==> config.mk <==
export PLATFORM = sky130hd
export DESIGN_NAME = uart_rx
export DESIGN_NICKNAME = d
export VERILOG_FILES = /design/src/rtl/uart_pkg.sv /design/src/rtl/uart_rx_sync.sv /design/src/rtl/uart_rx.sv
export SDC_FILE = /design/constraint.sdc
export NUM_CORES = 1
export LEC_CHECK = 0
export BUFFER_PORTS_ARGS = -buffer_cell sky130_fd_sc_hd__buf_2
export CAP_MARGIN = 20
export CORE_MARGIN = 5
export CORE_UTILIZATION = 58
export CTS_CLUSTER_DIAMETER = 100
export DETAILED_ROUTE_END_ITERATION = 12
export PLACE_DENSITY = 0.78
export SETUP_SLACK_MARGIN = 0.3
export SLEW_MARGIN = 30
export SYNTH_ARGS = -nofsm -noshare
export SYNTH_HDL_FRONTEND = slang
export SYNTH_SLANG_ARGS = --single-unit
==> constraint.sdc <==
create_clock -name i_clk -period 1.9 [get_ports i_clk]
set_input_delay 0.38 -clock i_clk [delete_from_list [all_inputs] [get_ports i_clk]]
set_output_delay 0.38 -clock i_clk [all_outputs]
set_load 0.02 [all_outputs]
==> src/rtl/uart_pkg.sv <==
// Shared UART definitions: FSM state encoding, default baud divider and
// the half-bit derivation used to find the middle of the start bit.
package uart_pkg;

  // 10 MHz clock / 115200 baud, rounded.
  localparam int CLK_CY_PER_BIT_DEFAULT = 87;

  // Frame states, common to the transmitter and the receiver.
  typedef enum logic [2:0] {
    STATE_IDLE    = 3'd0,
    STATE_START   = 3'd1,
    STATE_DATA    = 3'd2,
    STATE_STOP    = 3'd3,
    STATE_CLEANUP = 3'd4,
    STATE_BREAK   = 3'd5
  } uart_state_e;

  // Cycles from the start edge to the middle of the start bit.
  function automatic int half_bit(input int cy_per_bit);
    return cy_per_bit / 2;
  endfunction

endpackage

==> src/rtl/uart_rx_sync.sv <==
// Two-flop synchroniser for the asynchronous serial pin plus one history
// flop for falling-edge detection. Everything resets to the idle level (1).
module uart_rx_sync (
  input  logic i_clk,
  input  logic i_rst,
  input  logic i_rx,
  output logic o_synced,
  output logic o_fall
);

  logic sync1_q, sync1_d;
  logic sync2_q, sync2_d;
  logic hist_q,  hist_d;

  // Next values: shift the pin through the chain.
  always_comb begin
    sync1_d = i_rx;
    sync2_d = sync1_q;
    hist_d  = sync2_q;
  end

  // Synchroniser and history registers.
  always_ff @(posedge i_clk) begin
    if (i_rst) begin
      sync1_q <= 1'b1;
      sync2_q <= 1'b1;
      hist_q  <= 1'b1;
    end else begin
      sync1_q <= sync1_d;
      sync2_q <= sync2_d;
      hist_q  <= hist_d;
    end
  end

  assign o_synced = sync2_q;
  assign o_fall   = hist_q & ~sync2_q;

endmodule

==> src/rtl/uart_rx.sv <==
// 8N1 UART receiver. Finds the middle of each bit by counting clock cycles
// from the start edge, shifts data in LSB first and strobes each good byte.
// A low stop bit reports a framing error and waits for the line to return
// high so a held-low line (break) cannot generate repeated frames.
module uart_rx
  import uart_pkg::*;
#(
  parameter int CLK_CY_PER_BIT = CLK_CY_PER_BIT_DEFAULT
) (
  input  logic       i_clk,
  input  logic       i_rst,
  input  logic       i_Rx_Serial,
  output logic       o_Rx_Dv,
  output logic [7:0] o_Rx_Byte,
  output logic       o_Rx_Frame_Err,
  output logic       o_Rx_Active
);

  localparam int         HALF    = half_bit(CLK_CY_PER_BIT);
  localparam logic [7:0] HALF_M1 = 8'(HALF - 1);
  localparam logic [7:0] BIT_M1  = 8'(CLK_CY_PER_BIT - 1);

  logic rx_synced;
  logic rx_fall;

  uart_rx_sync u_sync (
    .i_clk    (i_clk),
    .i_rst    (i_rst),
    .i_rx     (i_Rx_Serial),
    .o_synced (rx_synced),
    .o_fall   (rx_fall)
  );

  uart_state_e state_q, state_d;
  logic [7:0]  cnt_q, cnt_d;
  logic [2:0]  idx_q, idx_d;
  logic [7:0]  shift_q, shift_d;
  logic [7:0]  byte_q, byte_d;
  logic        dv_q, dv_d;
  logic        ferr_q, ferr_d;
  logic        active_q, active_d;

  // Frame FSM next-state logic: counter clears on every state change and at
  // every sample point, strobes default low.
  always_comb begin
    state_d  = state_q;
    cnt_d    = cnt_q + 8'd1;
    idx_d    = idx_q;
    shift_d  = shift_q;
    byte_d   = byte_q;
    dv_d     = 1'b0;
    ferr_d   = 1'b0;
    active_d = active_q;

    case (state_q)
      STATE_IDLE: begin
        cnt_d = 8'd0;
        idx_d = 3'd0;
        if (rx_fall) begin
          state_d = STATE_START;
        end
      end

      STATE_START: begin
        if (cnt_q == HALF_M1) begin
          cnt_d = 8'd0;
          if (!rx_synced) begin
            active_d = 1'b1;
            state_d  = STATE_DATA;
          end else begin
            // Line already back high: a glitch, not a start bit.
            state_d = STATE_IDLE;
          end
        end
      end

      STATE_DATA: begin
        if (cnt_q == BIT_M1) begin
          cnt_d          = 8'd0;
          shift_d[idx_q] = rx_synced;
          if (idx_q == 3'd7) begin
            // The 3-bit index wraps here; it can never reach 8.
            idx_d   = 3'd0;
            state_d = STATE_STOP;
          end else begin
            idx_d = idx_q + 3'd1;
          end
        end
      end

      STATE_STOP: begin
        if (cnt_q == BIT_M1) begin
          cnt_d = 8'd0;
          if (rx_synced) begin
            byte_d  = shift_q;
            dv_d    = 1'b1;
            state_d = STATE_CLEANUP;
          end else begin
            ferr_d  = 1'b1;
            state_d = STATE_BREAK;
          end
        end
      end

      STATE_CLEANUP: begin
        cnt_d    = 8'd0;
        active_d = 1'b0;
        state_d  = STATE_IDLE;
      end

      STATE_BREAK: begin
        cnt_d    = 8'd0;
        active_d = 1'b0;
        if (rx_synced) begin
          state_d = STATE_IDLE;
        end
      end

      default: begin
        cnt_d   = 8'd0;
        idx_d   = 3'd0;
        state_d = STATE_IDLE;
      end
    endcase
  end

  // Frame FSM state, datapath and registered outputs.
  always_ff @(posedge i_clk) begin
    if (i_rst) begin
      state_q  <= STATE_IDLE;
      cnt_q    <= 8'd0;
      idx_q    <= 3'd0;
      shift_q  <= 8'd0;
      byte_q   <= 8'd0;
      dv_q     <= 1'b0;
      ferr_q   <= 1'b0;
      active_q <= 1'b0;
    end else begin
      state_q  <= state_d;
      cnt_q    <= cnt_d;
      idx_q    <= idx_d;
      shift_q  <= shift_d;
      byte_q   <= byte_d;
      dv_q     <= dv_d;
      ferr_q   <= ferr_d;
      active_q <= active_d;
    end
  end

  assign o_Rx_Dv        = dv_q;
  assign o_Rx_Byte      = byte_q;
  assign o_Rx_Frame_Err = ferr_q;
  assign o_Rx_Active    = active_q;

endmodule

# Word level (Yosys, flattened, before mapping)
# Cells that the tools add are included.
# Widths: inputs -> output; s select.
# totals
ff_bits,36
latchBits,0
mem_bits_rw,0
rom_bits,0
in_bits,3
out_inout_bits,11
word_cells,70
n_memories,0
# classes
add_sub_neg,2
n_mul,0
div,0
magnitude_cmp,2
eq_ne,15
n_shift,0
n_mux,23
bitwise_logic,5
n_reduce_logical,12
# ops
cell,count
$mux 3,8
$mux 8,2
$pmux 8 s2,1
$pmux 3 s5,1
$ne 2x2->1 const B,6
$eq 3x3->1 const B,3
$add 8x1->8 const B,1
$bwmux 8,1
$eq 8x6->1 const B,1
$eq 8x7->1 const B,1
$eq 3x2->1 const B,2
$mux 1,6
$pmux 3 s2,1
$reduce_and 3->1,2
$reduce_and 6->1,1
$lt 3x4->1 const B,1
$not 1->1,4
$reduce_and 2->1,2
$reduce_or 2->1,2
$reduce_or 4->1,1
$add 3x1->3 const B,1
$demux 1 s3,1
$eq 3x1->1 const B,1
$ge 3x1->1 const B,1
other kinds (8),8

# Depth between registers and ports, before layout
# Gate-level depths: netlist (run 1).
# depth
depth_word,5
mapped_depth,6
ltp_nobuf,6

# Hierarchy
# From an unflattened synthesis (run 1), not the netlist that was laid out.
# hier_totals
hier_cells,169
area_unflattened_um2,1589.0
# by_module_without_submodules
module,instances,cells_each,area_per_inst_um2,seq_area_each_um2
uart_rx,1,162,1503.9,660.6
uart_rx_sync,1,7,85.1,60.1

# Least setup slack after synthesis (run 1)
# No wires, ideal clock.
# synth_path
kind,register to register
from,reg cnt_q[0]
to,"reg byte_q[0], in the netlist o_Rx_Byte[0]"
setup_ns,0.128
t_arrival_ns,1.440
t_required_ns,1.772
slack_ns,0.332
stages_incl_launch_ff,7
path_buffers,0
period_less_slack_ns,1.568
path_cell_list,dfxtp_1 -> inv_1 -> ha_1 -> nand4bb_2 -> nor3_4 -> mux2i_1 -> nor2_1
# synth_between
elab_chain_len,2
# synth_rtl
item,line,text
"start, declared",uart_rx.sv:35,"logic [7:0] cnt_q, cnt_d;"
"start signal, assigned",uart_rx.sv:140,cnt_q <= cnt_d;
$eq 8x7->1,uart_rx.sv:92,if (cnt_q == BIT_M1) begin
$reduce_and 3->1 (no line),--,
"end signal, assigned",uart_rx.sv:143,byte_q <= byte_d;
"end, declared",uart_rx.sv:38,"logic [7:0] byte_q, byte_d;"
# No other way between the ends.
# A chain may end at the register's enable or synchronous reset.

# Worst setup path in the final report (run 1)
# layout_path
from,reg cnt_q[3]
to,reg shift_q[7]
# layout_between
elab_chain_len,2
# layout_rtl
item,line,text
$eq 8x7->1,uart_rx.sv:78,if (cnt_q == BIT_M1) begin
$reduce_and 2->1 (no line),--,
"end signal, assigned",uart_rx.sv:142,shift_q <= shift_d;
"end, declared",uart_rx.sv:37,"logic [7:0] shift_q, shift_d;"
# No other way between the ends.

==> results.md, run 1 <==
* Clock latency at the later pin of the worst-skew pair at around 0.33 ns
* Worst clock skew at 0.00609 ns
* Leftover overflow at the end of global routing at 0
* Antenna cell count at 0
* Initial core utilization at around 60%
* Largest fanout on the critical path at 6
* Drt wl/cell at 12.8 um
* H-tree Lvls at 2
* Clock-pin transition on the worst setup and hold timing paths at about 0.10 ns
* Number of cells traversed by the worst register-to-register path at 4
* Unrepaired setup endpoints after global routing: yes
* Sequential cell area in the final layout at approximately 730 sq um
* R2R Setup Slk at just under 0.4 ns
* Die W at between 60 and 70 um
* Mapped cell area at roughly 0.0017 sq mm
* Total via count after detailed routing at between 1,000 and 1,500
* Count of maximum capacitance violations at 0
* Start point of the worst min-delay path: i_Rx_Serial
* Routed wire length on met2 at 1260 um
* Number of global-route vias before repair at between 1,000 and 1,500
* Post-Synthesis Cells at about 180
* Run status: finished clean
* Routed metal-1 wirelength at about 1400 um
* Fill cell count at a little over 200
* Number of antenna violations at the first check in global routing at 0
* Final nets at approximately 200
* # setup viols final at 0
* Endpoint required time on the critical path at 2.12 ns
* Primary flip-flop cell chosen by synthesis mapping: sky130_fd_sc_hd__dfxtp_1
* Critical Path AT at 1.73 ns
* Capture instance of the worst register-to-register path: shift_q[7]
* Tot GR Track Use at between 10% and 20%
* Placer congestion estimate at about 0.79
* Max-slew violations at 0
* Uppermost signal routing layer after detailed routing: met4
* Yosys top cell area share at a little over two fifths
* Timing-limited maximum frequency at 663 MHz
* Hold Path Class: input port to flip-flop
* Most common cell after layout, fill and taps aside: sky130_fd_sc_hd__dfxtp_1
* CTS tree: yes
* Std cell rows at 19
* CP Class: flip-flop to flip-flop
* Post-route design area at 0.00192 sq mm
* Final setup TNS at 0 ns
* Met3 wire length at around 170 um
* Final-report hold violation count at 0
* Initial DRT Pass Iterations at 4
* Area used by multi-input combinational logic at about 970 sq um
* Final Routed Wirelength at around 2900 um
* Bufs on Longest Clock Path at 2
* Clock root buffer: sky130_fd_sc_hd__clkbuf_4
* Vias per cell at between 5 and 6
* Portion of the post-synthesis area used by sequential elements at a little over two fifths
* Flop and latch count out of synthesis at 36
* Period utilization at approximately 79%
* Fraction of registers with async set or reset after synthesis at 0%
* TritonCTS Sinks at 36
* Power density normalized to cell area at roughly 700 mW/mm^2
* Warning count from the yosys run at 0
* Fraction of layout cells with a size suffix above 1 at 24.1%
* Post-route DRC at 0
* Cell count of the worst hold path at 2
* DP Wirelength at 2030 um
* Synthesis-to-layout area growth at 15.7%
* Distinct cell type count after synthesis at 42
* Number of ports placed on the die boundary at 14
* DIE HEIGHT at 63.5 um
* Wire length of the first global-routing pass at between 5000 and 6000 um
* Highest ir drop seen on vdd at between 600 and 700 uV
* Core region area at approximately 0.0028 sq mm
* Kind of start point of the critical path: flip-flop
* Avg Cell Area, Syn at 9.42 sq um
* Post-DRT Antenna Nets at 0
* Post-synth EDFFs at 0
* Number of nets produced by synthesis at around 180
* Number of buffers added by the clock tree synthesis step at 5
* Maximum number of pins on one net before global-route repair at 32
* Static Leak at around 0.77 nW
* Final critical-path required period at around 1.5 ns
* Reg-to-Reg Start: cnt_q[3]
* First DRT Iteration DRCs at between 50 and 60
* Cell types occupying the most area after synthesis: sky130_fd_sc_hd__dfxtp_1 43%, sky130_fd_sc_hd__mux2i_1 10%, sky130_fd_sc_hd__nand2b_1 5.3%
* Core occupancy in the finished layout at around 70%
* Cell type with the largest total area after synthesis: sky130_fd_sc_hd__dfxtp_1
* Worst hold-check slack at 0.219 ns
* Worst Hold Path EP: u_sync.sync1_q
* Full die area at 0.00403 sq mm
* Transition time at the pin with the least slew margin at ~0.47 ns
* Total placed instance area at around 0.0017 sq mm
* Number of port buffers at 13
* CP endpoint kind: flip-flop
* Highest-count cells in the layout ignoring fill and taps: 29 x sky130_fd_sc_hd__dfxtp_1, 22 x sky130_fd_sc_hd__nor2_1, 17 x sky130_fd_sc_hd__mux2i_1, 14 x sky130_fd_sc_hd__nand2b_1, 13 x sky130_fd_sc_hd__buf_2
* Max-Slew Margin vs Limit at between 60% and 70%
-- state kept, by name (all words and copies together), names as in the netlist, 3 cells and up --
register   cells
cnt_q          8
o_Rx_Byte      8
shift_q        8
idx_q          3
state_q        3
-- stage by stage --
step	total power, mW	std cells	setup slack, ns
after floorplan	0.923	176	0.332
after global placement	0.941	215	0.220
after detailed placement	0.946	215	0.188
after CTS	1.36	224	0.313
after global routing	1.44	226	0.278
final	1.35	226	0.393
-- layer usage --
metal | global-route usage (%) | up-vias
met5 | 0 | -
met4 | 8.05 | 0
met3 | 6.39 | 4
met2 | 24.6 | 29
met1 | 20.4 | 555
li1 | - | 649
-- worst max-delay path, cell delays in order (launching register included) --
cell and delay [ns]:
sky130_fd_sc_hd__dfxtp_1 0.38, sky130_fd_sc_hd__nand4bb_2 0.34, sky130_fd_sc_hd__nor4_4 0.39, sky130_fd_sc_hd__nand3_1 0.14, sky130_fd_sc_hd__mux2i_1 0.14
-- layout make-up --
cell class,count,share of cell area (%)
sequential,36,38.3
tap,31,2.02
inverter,5,0.978
multi-input combinational,129,50.5
timing repair buffer,17,5.15
clock buffer,8,3.07
-- synthesized netlist by cell type, types with 3 or more instances --
cell and instances:
sky130_fd_sc_hd__a21oi_1 4, sky130_fd_sc_hd__clkbuf_1 3, sky130_fd_sc_hd__dfxtp_1 36, sky130_fd_sc_hd__ha_1 4, sky130_fd_sc_hd__inv_1 3, sky130_fd_sc_hd__mux2i_1 17, sky130_fd_sc_hd__nand2_1 11, sky130_fd_sc_hd__nand2b_1 14
sky130_fd_sc_hd__nand3_1 8, sky130_fd_sc_hd__nand4_1 4, sky130_fd_sc_hd__nor2_1 22, sky130_fd_sc_hd__nor2b_1 3, sky130_fd_sc_hd__o21ai_0 3, sky130_fd_sc_hd__o21ai_1 3, sky130_fd_sc_hd__or2_1 3, sky130_fd_sc_hd__or3b_1 3
sky130_fd_sc_hd__xor2_1 4
-- what timing repair did --
item / CTS / global route
gates cloned: 0 / 0
pin swaps: 2 / 4
setup endpoints to repair: 27 / 27
hold buffers: 0 / 0
gates resized for setup: 13 / 10
buffers inserted: 1 / 2
-- power by group --
group,internal (mW),leakage [nW],switching [mW]
Clock,0.182,0.0326,0.226
Sequential,0.768,0.295,0.0312
Combinational,0.0601,0.439,0.0844
Total,1.01,0.767,0.341
-- kinds of logic after synthesis --
logic type               Yosys count  share of synthesized area [%]
AND/OR/NAND/NOR                   84                           29.8
flip-flops                        36                           43.5
AO/OA/AOI/OAI                     18                           7.62
multiplexers                      17                           10.3
buffers and inverters             11                           2.64
XOR/XNOR                           6                           3.17
adder cells (fa/ha/maj)            4                           3.02
-- worst max path at each step --
stage / from / to / slack [ns] / depth (start not counted)
2_1_floorplan: cnt_q[0] / o_Rx_Byte[0] / 0.33 / 6
3_3_place_gp: state_q[1] / shift_q[6] / 0.22 / 4
3_5_place_dp: state_q[1] / shift_q[6] / 0.19 / 4
4_1_cts: cnt_q[0] / shift_q[7] / 0.31 / 6
5_1_grt: cnt_q[0] / cnt_q[7] / 0.28 / 6
6_report: cnt_q[3] / shift_q[7] / 0.39 / 4
(Power assumes the default switching activity.)
==> run 2, diff against run 1 <==
==> constraint.sdc (replaced) <==
create_clock -name i_clk -period 1.4 [get_ports i_clk]
set_input_delay 0.28 -clock i_clk [delete_from_list [all_inputs] [get_ports i_clk]]
set_output_delay 0.28 -clock i_clk [all_outputs]
set_load 0.02 [all_outputs]
==> results.md, run 2 (synthesized netlist as in run 1, its figures left out) <==
* H-tree Lvls at 2
* Period utilization at 115%
* Total placed instance area at 0.00199 sq mm
* Timing-limited maximum frequency at 620 MHz
* Transition time at the pin with the least slew margin at 0.441 ns
* First DRT Iteration DRCs at 187
* Post-DRT Antenna Nets at 0
* Die W at between 60 and 70 um
* Final nets at around 230
* DIE HEIGHT at around 63 um
* Area used by multi-input combinational logic at around 0.0011 sq mm
* Antenna cell count at 0
* Power consumption at 2.10 mW
* Post-route design area at roughly 0.0024 sq mm
* Critical Path AT at 1.86 ns
* CP endpoint kind: flip-flop
* Worst hold-check slack at 0.0913 ns
* Highest-count cells in the layout ignoring fill and taps: 25 x sky130_fd_sc_hd__buf_4, 21 x sky130_fd_sc_hd__buf_6, 19 x sky130_fd_sc_hd__dfxtp_2, 17 x sky130_fd_sc_hd__mux2i_1
* Initial DRT Pass Iterations at 4
* Final critical-path required period at between 1.5 and 2 ns
* Vias per cell at roughly 6.2
* Clock-pin transition on the worst setup and hold timing paths at roughly 0.12 ns
* Full die area at about 0.0040 sq mm
* Leftover overflow at the end of global routing at 0
* Count of maximum capacitance violations at 0
* Max-Slew Margin vs Limit at between 70 and 80%
* Drt wl/cell at between 15 and 20 um
* Bufs on Longest Clock Path at 2
* Number of global-route vias before repair at ~1,500
* Core occupancy in the finished layout at between 80 and 90%
* Number of non-filler instances in the completed layout at around 260
* Number of port buffers at 13
* Clock root buffer: sky130_fd_sc_hd__clkbuf_4
* DP Wirelength at around 2500 um
* Initial core utilization at about three fifths
* Post-route DRC at 0
* Sequential cell area in the final layout at roughly 750 sq um
* Final-report hold violation count at 0
* Hold Path Class: input port to flip-flop
* Most common cell after layout, fill and taps aside: sky130_fd_sc_hd__buf_4
* Kind of start point of the critical path: flip-flop
* Highest ir drop seen on vdd at around 1100 uV
* TritonCTS Sinks at 36
* Final Routed Wirelength at roughly 5000 um
* CTS tree: yes
* Wire length of the first global-routing pass at around 7000 um
* Total via count after detailed routing at between 1,500 and 2,000
* Number of buffers added by the clock tree synthesis step at 5
* Core region area at 0.00276 sq mm
* Fraction of layout cells with a size suffix above 1 at around half
* Clock latency at the later pin of the worst-skew pair at around 0.36 ns
* Largest fanout on the critical path at 6
* Final setup TNS at -2.96 ns
* Power density normalized to cell area at between 800 and 900 mW/mm^2
* Static Leak at around 1.0 nW
* Fill cell count at around 130
* Run status: finished, violations left
* Std cell rows at 19
* Cell count of the worst hold path at 2
* CP Class: flip-flop to flip-flop
* Number of cells traversed by the worst register-to-register path at 4
* Endpoint required time on the critical path at 1.64 ns
* Smallest setup slack after layout at -0.213 ns
* Maximum number of pins on one net before global-route repair at 26
* # setup viols final at 31
* Unrepaired setup endpoints after global routing: yes
* Tot GR Track Use at between 20 and 25%
* Number of antenna violations at the first check in global routing at 0
* Worst clock skew at roughly 0.0096 ns
* Synthesis-to-layout area growth at 46.3%
* Violations in the final reports: negative setup slack
* Placed Cells at roughly 240
* Max-slew violations at 0
* Number of ports placed on the die boundary at 14
* Placer congestion estimate at between 0.8 and 0.9
* Dpl ws at -0.127 ns
-- run 2: path summary, 6_finish.rpt --
check / start / to / slack, ns
worst max-delay path: state_q[2] / shift_q[7] / -0.21
worst min-delay path: i_Rx_Serial / u_sync.sync1_q / 0.09
worst max register to register: state_q[2] / shift_q[7] / -0.21
worst min register to register: u_sync.sync1_q / u_sync.o_synced / 0.45
-- run 2: final cells by class --
class / count / share of cell area (%)
clock buffers: 5 / 1.55
clock inverters: 3 / 0.774
inverters: 5 / 0.774
multi-input cells: 129 / 45.6
flip-flops and latches: 36 / 31.0
well taps: 31 / 1.60
repair buffers: 49 / 18.7
-- run 2: power breakdown --
part,switching [mW],internal [mW]
Combinational,0.228,0.213
Clock,0.386,0.193
Sequential,0.0281,1.05
Total,0.642,1.45
-- run 2: timing repair --
| action | 4_1_cts | 5_1_grt |
|---|---|---|
| buffers inserted | 6 | 7 |
| gates resized for setup | 52 | 31 |
| endpoints found under the setup margin | 44 | 44 |
| hold buffers | 0 | 0 |
| pin swaps | 22 | 22 |
-- run 2: critical path: stages (launching register included) --
cell and delay, ns:
sky130_fd_sc_hd__dfxtp_4 0.39, sky130_fd_sc_hd__or3b_4 0.45, sky130_fd_sc_hd__nor4_4 0.33, sky130_fd_sc_hd__nand3_1 0.17
sky130_fd_sc_hd__mux2i_1 0.15
-- run 2: per-layer routing --
| metal | wire length [um] | up-vias | track usage (%) |
|---|---|---|---|
| met2 | 2410 | 85 | 35.3 |
| met5 | 0 | - | 0 |
| met1 | 1920 | 759 | 26.5 |
| met4 | 314 | 0 | 13.5 |
| met3 | 320 | 37 | 5.15 |
| li1 | - | 710 | - |
==> run 3, diff against run 2 <==
--- a/config.mk
+++ b/config.mk
@@ -8,12 +8,13 @@
 export BUFFER_PORTS_ARGS = -buffer_cell sky130_fd_sc_hd__buf_2
 export CAP_MARGIN = 20
 export CORE_MARGIN = 5
-export CORE_UTILIZATION = 58
+export CORE_UTILIZATION = 57
 export CTS_CLUSTER_DIAMETER = 100
 export DETAILED_ROUTE_END_ITERATION = 12
-export PLACE_DENSITY = 0.78
+export PLACE_DENSITY = 0.77
 export SETUP_SLACK_MARGIN = 0.3
 export SLEW_MARGIN = 30
 export SYNTH_ARGS = -nofsm -noshare
 export SYNTH_HDL_FRONTEND = slang
+export SYNTH_HIERARCHICAL = 1
 export SYNTH_SLANG_ARGS = --single-unit
==> results.md, run 3 <==
* Run status: finished, violations left
* Violations in the final reports: negative setup slack
* Dpl ws at -0.380 ns
* Number of nets produced by synthesis at 176
* Distinct cell type count after synthesis at 41
* Clock latency at the later pin of the worst-skew pair at 0.34 ns
* Mapped cell area at between 0.0015 and 0.002 sq mm
* Clock-pin transition on the worst setup and hold timing paths at approximately 0.10 ns
* Warning count from the yosys run at 6
* Number of ports placed on the die boundary at 14
* CTS tree: yes
* TritonCTS Sinks at 36
* Initial DRT Pass Iterations at 4
* Largest fanout on the critical path at 5
* Final nets at around 220
* Synthesis-to-layout area growth at 40.0%
* Transition time at the pin with the least slew margin at approximately 0.36 ns
* Cell types occupying the most area after synthesis: sky130_fd_sc_hd__dfxtp_1 45%, sky130_fd_sc_hd__mux2i_1 10%, sky130_fd_sc_hd__nor2_1 5.2%
* Final Routed Wirelength at slightly below 4000 um
* First DRT Iteration DRCs at 36
* Number of global-route vias before repair at roughly 1,400
* Post-DRT Antenna Nets at 0
* Wire length of the first global-routing pass at roughly 6100 um
* Initial core utilization at 58.6%
* Number of antenna violations at the first check in global routing at 0
* DP Wirelength at about 2400 um
* Timing-limited maximum frequency at around 560 MHz
* Period utilization at 127%
* CP endpoint kind: flip-flop
* Most instantiated cells after synthesis: 36 x sky130_fd_sc_hd__dfxtp_1, 22 x sky130_fd_sc_hd__nor2_1, 16 x sky130_fd_sc_hd__mux2i_1
* Maximum number of pins on one net before global-route repair at 14
* Placer congestion estimate at about 0.83
* Max-slew violations at 0
* Worst clock skew at roughly 0.0061 ns
* Portion of the post-synthesis area used by sequential elements at about 45%
* Drt wl/cell at between 15 and 20 um
* Count of maximum capacitance violations at 0
* Post-synth EDFFs at 0
* Power consumption at between 1.5 and 2 mW
* CP Class: flip-flop to flip-flop
* # setup viols final at 30
* Unrepaired setup endpoints after global routing: yes
* Smallest setup slack after layout at -0.381 ns
* Yosys top cell area share at between 40% and 50%
* Fraction of layout cells with a size suffix above 1 at 47.0%
* Die W at 62.8 um
* Total via count after detailed routing at about 1,400
* Max-Slew Margin vs Limit at roughly three quarters
* H-tree Lvls at 2
* Clock root buffer: sky130_fd_sc_hd__clkbuf_4
* Core occupancy in the finished layout at between 80% and 90%
* Primary flip-flop cell chosen by synthesis mapping: sky130_fd_sc_hd__dfxtp_1
* Power density normalized to cell area at about 840 mW/mm^2
* Number of port buffers at 13
* Number of buffers added by the clock tree synthesis step at 5
* Static Leak at ~0.95 nW
* Kind of start point of the critical path: flip-flop
* Number of non-filler instances in the completed layout at about 250
* Highest ir drop seen on vdd at between 800 and 900 uV
* Std cell rows at 19
* Antenna cell count at 0
* Post-Synthesis Cells at 169
* Avg Cell Area, Syn at about 9.4 sq um
* Full die area at about 0.004 sq mm
* Final critical-path required period at 1.78 ns
* Leftover overflow at the end of global routing at 0
* Leading cell type by number of instances after synthesis: sky130_fd_sc_hd__dfxtp_1
* Final-report hold violation count at 0
* Post-route DRC at 0
* Most common cell after layout, fill and taps aside: sky130_fd_sc_hd__buf_4
* Bufs on Longest Clock Path at 2
* Cell type with the largest total area after synthesis: sky130_fd_sc_hd__dfxtp_1
* Placed Cells at about 230
* Hold Path Class: input port to flip-flop
* Flop and latch count out of synthesis at 36
* DIE HEIGHT at approximately 63 um
* Tot GR Track Use at 19.7%
* Endpoint required time on the critical path at about 1.7 ns
* Fraction of registers with async set or reset after synthesis at 0%
* Critical Path AT at slightly above 2 ns
* Highest-count cells in the layout ignoring fill and taps: 29 x sky130_fd_sc_hd__buf_4, 22 x sky130_fd_sc_hd__dfxtp_1, 17 x sky130_fd_sc_hd__buf_6, 15 x sky130_fd_sc_hd__mux2i_1
* Core region area at 0.00271 sq mm
* Vias per cell at a little under 6
run 3: critical path, stage by stage, from the launching register on:
cell	delay (ns)
sky130_fd_sc_hd__dfxtp_2	0.34
sky130_fd_sc_hd__inv_2	0.05
sky130_fd_sc_hd__ha_4	0.11
sky130_fd_sc_hd__or4b_4	0.46
sky130_fd_sc_hd__o21a_4	0.23
sky130_fd_sc_hd__or4_1	0.47
sky130_fd_sc_hd__nand2_1	0.08
run 3: final timing paths:
kind	slack (ns)	endpoint	start	cells after the start
setup / recovery	-0.38	state_q[1]	cnt_q[0]	6
hold / removal	0.12	u_sync/sync1_q	i_Rx_Serial	2
setup reg to reg	-0.38	state_q[1]	cnt_q[0]	6
hold reg to reg	0.42	u_sync/o_synced	u_sync/sync1_q	1
run 3: through the flow:
| step | hold WS [ns] | TNS [ns] | instance area, sq um |
|---|---|---|---|
| final | 0.116 | -7.27 | 2220 |
| after global routing | 0.115 | -9.51 | 2220 |
| after CTS | 0.0954 | -6.81 | 2160 |
| after detailed placement | 0.405 | -4.83 | 1900 |
| after global placement | 0.397 | -3.69 | 1900 |
| after floorplan | 0.377 | -2.50 | 1640 |
run 3: metal layers:
| metal | vias up | track usage [%] | share of wire [%] |
|---|---|---|---|
| li1 | 684 | - | - |
| met2 | 45 | 33.7 | 54 |
| met5 | - | 0 | 0 |
| met3 | 10 | 5.76 | 4.5 |
| met4 | 0 | 13.8 | 3.3 |
| met1 | 693 | 20.2 | 38 |
run 3: what timing repair did:
item                                   4_1_cts  5_1_grt
hold buffers                                 0        0
endpoints found under the hold margin        0        0
pin swaps                                   13        7
setup endpoints to repair                   44       44
setup buffers                                4        2
gates resized for setup                     55       14
cloned                                       1        0
run 3: kinds of logic (layout without fill, tap and decap cells):
family	count (synthesis)	in the layout	share of synthesized area, %
XOR/XNOR	6	6	3.31
AND/OR/NAND/NOR	75	75	26.3
adder cells (fa/ha/maj)	4	4	3.15
AO/OA/AOI/OAI	20	20	7.95
flip-flops	36	36	45.4
buffers and inverters	12	60	3.86
multiplexers	16	16	10.1
run 3: final cells by class:
type / instances / area (sq um)
tap: 31 / 38.8
timing repair buffer: 48 / 419
clock inverter: 2 / 10.0
fill: 157 / 485
multi-input combinational: 121 / 952
inverter: 4 / 15.0
clock buffer: 6 / 51.3
sequential: 36 / 738
run 3: power by group:
group	internal (mW)	switching [mW]	total [mW]
registers	1.04	0.0293	1.07
clock network	0.239	0.345	0.584
logic	0.103	0.112	0.215
